$ cat src/rtl/dmem_port_arbiter_pkg.sv
// Shared definitions for the data-memory port arbiter: memory sizing,
// requester ownership codes, arbitration states and the address range check.
package dmem_port_arbiter_pkg;

  // Size of Data_Memory in bytes; valid byte addresses are [0, DATA_MEM_SIZE-1].
  localparam int DATA_MEM_SIZE = 1024;

  // Byte-address width seen on both requester ports and on the memory side.
  localparam int DMEM_ADDR_W = 32;

  // Consecutive denied debug cycles tolerated before debug is forced through.
  localparam int DMEM_STARVE_LIMIT = 8;

  // Which requester is owed a read response in the following cycle.
  typedef enum logic [1:0] {
    OWN_NONE = 2'd0,
    OWN_C    = 2'd1,
    OWN_D    = 2'd2
  } owner_e;

  // Arbitration mode.
  typedef enum logic [1:0] {
    ARB_NORMAL  = 2'd0,
    ARB_FORCE_D = 2'd1,
    ARB_LOCKED  = 2'd2
  } arb_state_e;

  // True when a byte address falls inside the memory. Both operands are
  // widened to 64 bits so the full address is compared and a large address
  // can never alias onto a low one.
  function automatic logic addr_in_range(input logic [63:0] addr,
                                         input logic [63:0] mem_bytes);
    return addr < mem_bytes;
  endfunction

endpackage

$ cat src/rtl/dmem_port_arbiter_starve_guard.sv
// Saturating starvation counter for the debug port. It counts cycles in
// which debug asked but was refused, clears on request, and tells the
// arbiter one cycle ahead that the limit will be reached at the next edge.
import dmem_port_arbiter_pkg::*;

module dmem_starve_guard #(
  parameter int LIMIT = DMEM_STARVE_LIMIT
) (
  input  logic clk,
  input  logic rst_n,
  input  logic i_clr,
  input  logic i_inc,
  output logic o_at_limit,
  output logic o_reach_next
);

  localparam int CW = $clog2(LIMIT + 1);

  logic [CW-1:0] r_cnt;
  logic          w_full;
  logic          w_one_short;

  assign w_full      = (r_cnt == CW'(LIMIT));
  assign w_one_short = (r_cnt == CW'(LIMIT - 1));

  // Count refused debug cycles; clear wins over increment, hold at LIMIT.
  always_ff @(posedge clk or negedge rst_n) begin
    if (!rst_n) begin
      r_cnt <= '0;
    end else if (i_clr) begin
      r_cnt <= '0;
    end else if (i_inc && !w_full) begin
      r_cnt <= r_cnt + CW'(1);
    end
  end

  assign o_at_limit = w_full;

  // The value after this edge will equal LIMIT: either it already does and
  // nothing clears it, or this cycle's refusal is the one that gets there.
  assign o_reach_next = !i_clr && (w_full || (i_inc && w_one_short));

endmodule

$ cat src/rtl/dmem_port_arbiter.sv
// Two-requester arbiter in front of the single-port Data_Memory.
// Port C (CPU load/store unit) normally has priority; port D (debug/loader)
// is protected from starvation by a forced-grant mode and can hold the
// memory for a burst with i_d_lock. One access is forwarded per cycle and
// the read response is routed back to whichever port issued it.
import dmem_port_arbiter_pkg::*;

module dmem_port_arbiter #(
  parameter int ADDR_W       = DMEM_ADDR_W,
  parameter int MEM_BYTES    = DATA_MEM_SIZE,
  parameter int STARVE_LIMIT = DMEM_STARVE_LIMIT
) (
  input  logic              clk,
  input  logic              rst_n,
  // CPU port
  input  logic              i_c_req,
  input  logic              i_c_we,
  input  logic [ADDR_W-1:0] i_c_addr,
  input  logic [3:0]        i_c_be,
  input  logic [31:0]       i_c_wdata,
  output logic              o_c_gnt,
  output logic              o_c_rvalid,
  output logic [31:0]       o_c_rdata,
  output logic              o_c_rerr,
  // debug / loader port
  input  logic              i_d_req,
  input  logic              i_d_we,
  input  logic [ADDR_W-1:0] i_d_addr,
  input  logic [3:0]        i_d_be,
  input  logic [31:0]       i_d_wdata,
  input  logic              i_d_lock,
  output logic              o_d_gnt,
  output logic              o_d_rvalid,
  output logic [31:0]       o_d_rdata,
  output logic              o_d_rerr,
  // memory side
  output logic              o_mem_en,
  output logic              o_mem_we,
  output logic [ADDR_W-1:0] o_mem_addr,
  output logic [3:0]        o_mem_be,
  output logic [31:0]       o_mem_wdata,
  input  logic [31:0]       i_mem_rdata
);

  arb_state_e        r_state;
  owner_e            r_owner;
  logic              r_err;

  // Last command presented to memory; replayed while the strobe is low.
  logic              r_mem_we;
  logic [ADDR_W-1:0] r_mem_addr;
  logic [3:0]        r_mem_be;
  logic [31:0]       r_mem_wdata;

  logic              w_normal_rules;
  logic              w_c_acc;
  logic              w_d_acc;
  logic              w_c_inr;
  logic              w_d_inr;
  logic              w_fwd_c;
  logic              w_fwd_d;
  logic              w_starve_clr;
  logic              w_starve_inc;
  logic              w_starve_full;
  logic              w_reach;

  logic              w_cmd_we;
  logic [ADDR_W-1:0] w_cmd_addr;
  logic [3:0]        w_cmd_be;
  logic [31:0]       w_cmd_wdata;

  // ---------------------------------------------------------------------
  // Grant logic
  // ---------------------------------------------------------------------
  // The cycle in which a lock is released already behaves as NORMAL, so the
  // CPU can be granted in the same cycle d_lock falls.
  assign w_normal_rules = (r_state == ARB_NORMAL) ||
                          ((r_state == ARB_LOCKED) && !i_d_lock);

  // Grants are gated with rst_n so that every output reads 0 while in reset.
  assign o_c_gnt = rst_n && i_c_req && w_normal_rules;
  assign o_d_gnt = rst_n && i_d_req && (!w_normal_rules || !i_c_req);

  assign w_c_acc = i_c_req && o_c_gnt;
  assign w_d_acc = i_d_req && o_d_gnt;

  assign w_c_inr = addr_in_range(64'(i_c_addr), 64'(MEM_BYTES));
  assign w_d_inr = addr_in_range(64'(i_d_addr), 64'(MEM_BYTES));

  // ---------------------------------------------------------------------
  // Starvation tracking
  // ---------------------------------------------------------------------
  // A debug acceptance always clears the count; leaving FORCE_D without a
  // grant (request withdrawn) clears it as well.
  assign w_starve_clr = w_d_acc || (r_state == ARB_FORCE_D);
  assign w_starve_inc = i_d_req && !o_d_gnt;

  dmem_starve_guard #(
    .LIMIT (STARVE_LIMIT)
  ) u_starve_guard (
    .clk          (clk),
    .rst_n        (rst_n),
    .i_clr        (w_starve_clr),
    .i_inc        (w_starve_inc),
    .o_at_limit   (w_starve_full),
    .o_reach_next (w_reach)
  );

  // ---------------------------------------------------------------------
  // Arbitration state machine
  // ---------------------------------------------------------------------
  // A locked debug acceptance takes precedence from any state; FORCE_D lasts
  // one cycle (granted or withdrawn); NORMAL-rule cycles move to FORCE_D
  // once the starvation count is about to hit its limit.
  always_ff @(posedge clk or negedge rst_n) begin
    if (!rst_n) begin
      r_state <= ARB_NORMAL;
    end else if (w_d_acc && i_d_lock) begin
      r_state <= ARB_LOCKED;
    end else begin
      case (r_state)
        ARB_FORCE_D: begin
          r_state <= ARB_NORMAL;
        end
        ARB_LOCKED: begin
          if (!i_d_lock) begin
            r_state <= w_reach ? ARB_FORCE_D : ARB_NORMAL;
          end
        end
        default: begin
          r_state <= (w_reach || w_starve_full) ? ARB_FORCE_D : ARB_NORMAL;
        end
      endcase
    end
  end

  // ---------------------------------------------------------------------
  // Memory forwarding
  // ---------------------------------------------------------------------
  // Only in-range accepted accesses reach memory; out-of-range ones are
  // granted but never strobe the memory.
  assign w_fwd_c = w_c_acc && w_c_inr;
  assign w_fwd_d = w_d_acc && w_d_inr;

  // Select the command presented this cycle, or replay the last one.
  always_comb begin
    w_cmd_we    = r_mem_we;
    w_cmd_addr  = r_mem_addr;
    w_cmd_be    = r_mem_be;
    w_cmd_wdata = r_mem_wdata;
    if (w_fwd_d) begin
      w_cmd_we    = i_d_we;
      w_cmd_addr  = i_d_addr;
      w_cmd_be    = i_d_be;
      w_cmd_wdata = i_d_wdata;
    end else if (w_fwd_c) begin
      w_cmd_we    = i_c_we;
      w_cmd_addr  = i_c_addr;
      w_cmd_be    = i_c_be;
      w_cmd_wdata = i_c_wdata;
    end
  end

  // Remember the command on the memory bus so idle cycles keep it steady.
  always_ff @(posedge clk or negedge rst_n) begin
    if (!rst_n) begin
      r_mem_we    <= 1'b0;
      r_mem_addr  <= '0;
      r_mem_be    <= 4'h0;
      r_mem_wdata <= 32'h0;
    end else begin
      r_mem_we    <= w_cmd_we;
      r_mem_addr  <= w_cmd_addr;
      r_mem_be    <= w_cmd_be;
      r_mem_wdata <= w_cmd_wdata;
    end
  end

  assign o_mem_en    = w_fwd_c || w_fwd_d;
  assign o_mem_we    = w_cmd_we;
  assign o_mem_addr  = w_cmd_addr;
  assign o_mem_be    = w_cmd_be;
  assign o_mem_wdata = w_cmd_wdata;

  // ---------------------------------------------------------------------
  // Response routing
  // ---------------------------------------------------------------------
  // Record who issued a read this cycle and whether it was out of range;
  // writes leave no owner, so they never produce a response. An async
  // reset clears the owner and therefore drops a response in flight.
  always_ff @(posedge clk or negedge rst_n) begin
    if (!rst_n) begin
      r_owner <= OWN_NONE;
      r_err   <= 1'b0;
    end else if (w_c_acc && !i_c_we) begin
      r_owner <= OWN_C;
      r_err   <= !w_c_inr;
    end else if (w_d_acc && !i_d_we) begin
      r_owner <= OWN_D;
      r_err   <= !w_d_inr;
    end else begin
      r_owner <= OWN_NONE;
      r_err   <= 1'b0;
    end
  end

  // Only the owning port sees data; an errored read returns zero.
  assign o_c_rvalid = (r_owner == OWN_C);
  assign o_c_rerr   = (r_owner == OWN_C) && r_err;
  assign o_c_rdata  = ((r_owner == OWN_C) && !r_err) ? i_mem_rdata : 32'h0;

  assign o_d_rvalid = (r_owner == OWN_D);
  assign o_d_rerr   = (r_owner == OWN_D) && r_err;
  assign o_d_rdata  = ((r_owner == OWN_D) && !r_err) ? i_mem_rdata : 32'h0;

endmodule

$ cat config.mk
export PLATFORM = sky130hd
export DESIGN_NAME = dmem_port_arbiter
export DESIGN_NICKNAME = d
export VERILOG_FILES = /design/src/rtl/dmem_port_arbiter_pkg.sv /design/src/rtl/dmem_port_arbiter_starve_guard.sv /design/src/rtl/dmem_port_arbiter.sv
export SDC_FILE = /design/constraint.sdc
export NUM_CORES = 1
export LEC_CHECK = 0
export CAP_MARGIN = 20
export CORE_AREA = 2 2 121 123
export DETAILED_ROUTE_END_ITERATION = 7
export DIE_AREA = 0 0 123 125
export PLACE_DENSITY = 0.73
export SYNTH_ARGS = -nofsm -noshare
export SYNTH_HDL_FRONTEND = slang
export SYNTH_HIERARCHICAL = 1
export SYNTH_SLANG_ARGS = --single-unit
$ cat constraint.sdc
create_clock -name clk -period 3.12 [get_ports clk]
set_clock_uncertainty 0.1 [all_clocks]
set_input_delay 0.624 -clock clk [delete_from_list [all_inputs] [get_ports clk]]
set_output_delay 0.624 -clock clk [all_outputs]
set_load 0.01 [all_outputs]
Word-level counts from Yosys, hierarchy flattened
Index checks and enable logic that the tools add are counted.
{"block": "totals", "register_bits": 78, "latch_bits": 0, "ramBits": 0, "rom_bits": 0, "in_bits": 175, "out_inout_bits": 140, "wordCells": 78, "n_memories": 0}
{"block": "classes", "addsub": 1, "multipliers": 0, "div_mod_pow": 0, "magnitude_cmp": 2, "n_eq_ne": 7, "n_shift": 0, "mux": 21, "n_bitwise": 0, "reduce_logical": 39}
{"op": "two-way mux 32 bit", "n": 6}
{"op": "less-than comparator 32 x 11 -> 1 bit (second input constant)", "n": 2}
{"op": "logical AND 1 bit", "n": 20}
{"op": "two-way mux 4 bit", "n": 4}
{"op": "logical NOT 1 bit", "n": 11}
{"op": "two-way mux 2 bit", "n": 4}
{"op": "logical OR 1 bit", "n": 6}
{"op": "two-way mux 1 bit", "n": 6}
{"op": "adder 4 x 1 -> 4 bit (second input constant)", "n": 1}
{"op": "== test 2 x 1 -> 1 bit (second input constant)", "n": 2}
{"op": "== test 2 bit (second input constant)", "n": 2}
{"op": "== test 4 x 3 -> 1 bit (second input constant)", "n": 1}
{"op": "== test 4 bit (second input constant)", "n": 1}
{"op": "one-hot mux 2 bit (2 select lines)", "n": 1}
{"op": "!= test 3 x 2 -> 1 bit (second input constant)", "n": 1}
{"op": "logical NOT 2 bit", "n": 1}
{"op": "nonzero test 2 bit", "n": 1}

Logic depth before layout (Yosys ltp)
Gate-level depths: netlist (run 1).
{"block": "logic_depth", "ltp_word": 15, "depth_mapped": 9, "mapped_depth_nobuf": 9}

Modules after synthesis
Netlist (run 1), hierarchy kept.
{"mod": "dmem_port_arbiter", "instances": 1, "cells_per_inst": 447, "area_each_um2": 4071.4, "seq_area_each_um2": 1851.8}
{"mod": "dmem_starve_guard", "instances": 1, "cells_per_inst": 25, "area_each_um2": 251.5, "seq_area_each_um2": 100.1}

Least setup slack after synthesis (run 1)
Ideal clock, no wire load.
{"block": "synth_path", "kind": "input -> output", "start": "in i_d_addr[24]", "end": "out o_mem_addr[2]", "arrival_time_ns": 2.121, "required_time_ns": 2.396, "path_slack_ns": 0.275, "cell_stages": 6, "path_buffers": 2, "path_cell_list": "or4_1 nor3_2 nand3_1 buf_2 buf_2 a32oi_1"}
{"block": "synth_via", "elab_chain_len": 3}
{"item": "start, declared", "line": "dmem_port_arbiter.sv:28", "rtl": "input logic [ADDR_W-1:0] i_d_addr,"}
{"item": "less-than comparator 32 x 11 -> 1 bit", "line": "dmem_port_arbiter_pkg.sv:33", "rtl": "return addr < mem_bytes;"}
{"item": "logical AND 1 bit", "line": "dmem_port_arbiter.sv:143", "rtl": "assign w_fwd_d = w_d_acc && w_d_inr;"}
{"item": "two-way mux 32 bit", "line": "dmem_port_arbiter.sv:151", "rtl": "if (w_fwd_d) begin"}
{"item": "end, declared", "line": "dmem_port_arbiter.sv:39", "rtl": "output logic [ADDR_W-1:0] o_mem_addr,"}
Every way passes these cells.

Worst setup path in the final report (run 1)
{"block": "layout_path", "start": "in i_c_addr[22]", "end": "out o_mem_addr[0]"}
{"block": "layout_via", "elab_chain_len": 4}
{"item": "start, declared", "line": "dmem_port_arbiter.sv:18", "rtl": "input logic [ADDR_W-1:0] i_c_addr,"}
{"item": "less-than comparator 32 x 11 -> 1 bit", "line": "dmem_port_arbiter_pkg.sv:33"}
{"item": "logical AND 1 bit", "line": "dmem_port_arbiter.sv:142", "rtl": "assign w_fwd_c = w_c_acc && w_c_inr;"}
{"item": "two-way mux 32 bit", "line": "dmem_port_arbiter.sv:156", "rtl": "end else if (w_fwd_c) begin"}
{"item": "two-way mux 32 bit", "line": "dmem_port_arbiter.sv:151"}
Every way passes these cells.

==> out/qor.yml, run 1 <==
drtPass1Iterations: 5
r2r_cells: 16
finalHoldViolations: 0
tightest_slew_ns: 0.859
min_period_over_period: 1.03
numCtsBuffers: 9
io_buffers: 314
drt-initial-drc-count: 276
gp_congestion: 0.808
die_area_um2: 15400
clockBufferDepth: 2
period_needed_ns: 3.22
fin_nets: 1061
min_path_type: "in -> async"
finalWorstSetupSlack_ns: -0.102
syn-instance-count: 472
wl_per_cell_um: 23.2
layout_common_cells: "clkdlybuf4s50_1, dfrtp_1, buf_4, and2_1, inv_1"
fp.dieW_um: 123
dp_cells: 967
p_leak_nw: 4.59
irDropWorstVdd_v: 0.000207
grt_setup_unrepaired: "true"
max-cap-violations: 0
ys_ff_latch: 78
fin_cells: 1070
setup-violations-final: 39
crit_slowest_cell: "or4_4"
root_buffer: "clkbuf_16"
setup_tns_ns: -1.45
critical_path.max_stage_delay_ns: 0.54
synth_seq_area_share: 0.452
grt_max_degree: 65
grtUsageTotal: 0.304
grt_pass1_vias: 6096
dpl.hpwl_um: 14900
drt_wl_total_um: 24800
fmax_ghz: 0.310
status: "finished with violations"
worstSetupPathType: "in -> out"
yosysUniqueCellTypes: 40
htreeDepth: 3
num_vias: 5807
syn_to_final_growth_pct: 135
die_h_um: 125
antenna_found_initial: 0
crit_required_ns: 2.40
drive_gt1_frac: 0.403
drc: 0
avgSynthCellArea_um2: 9.16
clk_latency_ns: 0.34
critPathArrivalTime_ns: 2.50
gr-total-overflow: 0
path_max_fanout: 11
cts.sinks: 78
drv_slew: 0
vias_per_cell: 5.43
cts_tree: "built"
synthesis.area_um2: 4320
path_cells: "buf_6 -> or4_4 -> a2111o_2 -> buf_12 -> buf_16 -> o21ai_1 -> a32oi_2 -> buf_2"
grt_pass1_wl_um: 34500
row_count: 44
end_kind: "output pin"
core_area_um2: 14200
final_common_cell: "clkdlybuf4s50_1"
final_util: 0.716
synth-edff-count: 0
initial_core_util: 0.304
worstSetupStartpoint: "i_c_addr[22]"
yosys_warnings: 6
n_antenna_cell: 0
path_clk_slew_ns: 0.06
antenna_left: 0
r2r-start: "r_state[0]"
powerDensity_nw_per_um2: 266
start_kind: "input port"
max-slew-margin-rel: 0.428
io_pins: 315
violations: "negative setup slack"
ys_async_sr_fraction: 1.00
synth_nets: 652
ys.flop_type: "dfrtp_1"
fillers: 949
==> path summary, 6_finish.rpt <==
check                      slack (ns)               to
setup / recovery                -0.10    o_mem_addr[0]
hold / removal                   0.18   r_mem_addr[30]
setup reg to reg                 0.11  r_mem_wdata[10]
hold reg to reg                  0.42   r_mem_addr[25]
max in group asynchronous        1.92  r_mem_wdata[17]
min in group clk                 0.42   r_mem_addr[25]
==> per-layer routing <==
layer,up-vias,share of wire,routed length (um),track usage
met2,359,0.53,13200,0.573
met3,79,0.074,1830,0.0707
li1,2542,-,-,-
met1,2827,0.35,8700,0.316
met4,0,0.045,1110,0.124
met5,-,0,0,0
==> report_power, final <==
group / total, W / leakage, nW / switching, W / internal, W
logic: 0.000560 / 3.37 / 0.000236 / 0.000324
registers: 0.00106 / 1.09 / 0.0000236 / 0.00103
clock network: 0.00108 / 0.139 / 0.000456 / 0.000628
==> cell usage after synthesis (all sizes together) (3+ instances only) <==
master / instances / area [um2]
nor2: 3 / 13.8
a21oi: 5 / 28.8
and3: 23 / 144
clkbuf: 28 / 105
nor4: 8 / 50.1
ha: 5 / 62.6
nand4: 49 / 307
buf: 18 / 110
inv: 54 / 203
dfrtp: 78 / 1950
a32oi: 47 / 412
nand3: 4 / 20.0
nor2b: 5 / 31.3
nand2: 8 / 30.0
a21o: 3 / 25.0
and2: 67 / 419
o21ai: 48 / 240
==> sequential cells by signal, summed over array words and instances, names as in the netlist <==
name,flops
r_mem_be,4
u_starve_guard/r_cnt,4
r_mem_we,1
r_owner,2
r_mem_wdata,32
r_err,1
r_mem_addr,32
r_state,2
==> worst max-delay path: cells and delay by family <==
family          cells  cell delay, ns
buf+inv             4            0.59
compound gates      3            0.73
simple gates        1            0.54
==> logic make-up after synthesis <==
family / count (synthesis) / share of synthesized area
XOR/XNOR: 1 / 0.00203
buffers and inverters: 100 / 0.0967
adder cells (fa/ha/maj): 5 / 0.0145
flip-flops: 78 / 0.452
AND/OR/NAND/NOR: 178 / 0.258
AO/OA/AOI/OAI: 110 / 0.177
==> layout make-up <==
cell class	count	area, um2	area share
clock buffers	9	225	0.0222
clock inverters	7	78.8	0.00776
inverters	54	203	0.0199
multi-input cells	294	2880	0.283
flip-flops and latches	78	1950	0.192
well taps	184	230	0.0227
repair buffers	444	4600	0.452
==> through the flow <==
stage | area, um2 | hold WS [ns] | setup slack, ns | total power, W
after global routing | 10200 | 0.191 | -0.134 | 0.00279
after floorplan | 4320 | 0.228 | 0.275 | 0.00123
after global placement | 7950 | 0.395 | -0.734 | 0.00160
final | 10200 | 0.178 | -0.102 | 0.00270
after CTS | 9530 | 0.180 | -0.104 | 0.00269
after detailed placement | 7950 | 0.394 | -0.790 | 0.00161
==> timing repair <==
action | CTS | global route
setup buffers | 54 | 16
pin swaps | 53 | 48
gates resized for setup | 523 | 99
hold buffers | 0 | 0
setup endpoints to repair | 70 | 72
cloned | 17 | 9
Note: power is estimated with default switching activity, not from simulation.
==> inputs of run 2 (changes only) <==
--- a/config.mk
+++ b/config.mk
@@ -5,6 +5,7 @@
 export SDC_FILE = /design/constraint.sdc
 export NUM_CORES = 1
 export LEC_CHECK = 0
+export ABC_CLOCK_PERIOD_IN_PS = 3120
 export CAP_MARGIN = 20
 export CORE_AREA = 2 2 121 123
 export DETAILED_ROUTE_END_ITERATION = 7
==> results of run 2 <==
Same layout as run 1: the final DEF is identical, and so are final timing and power.
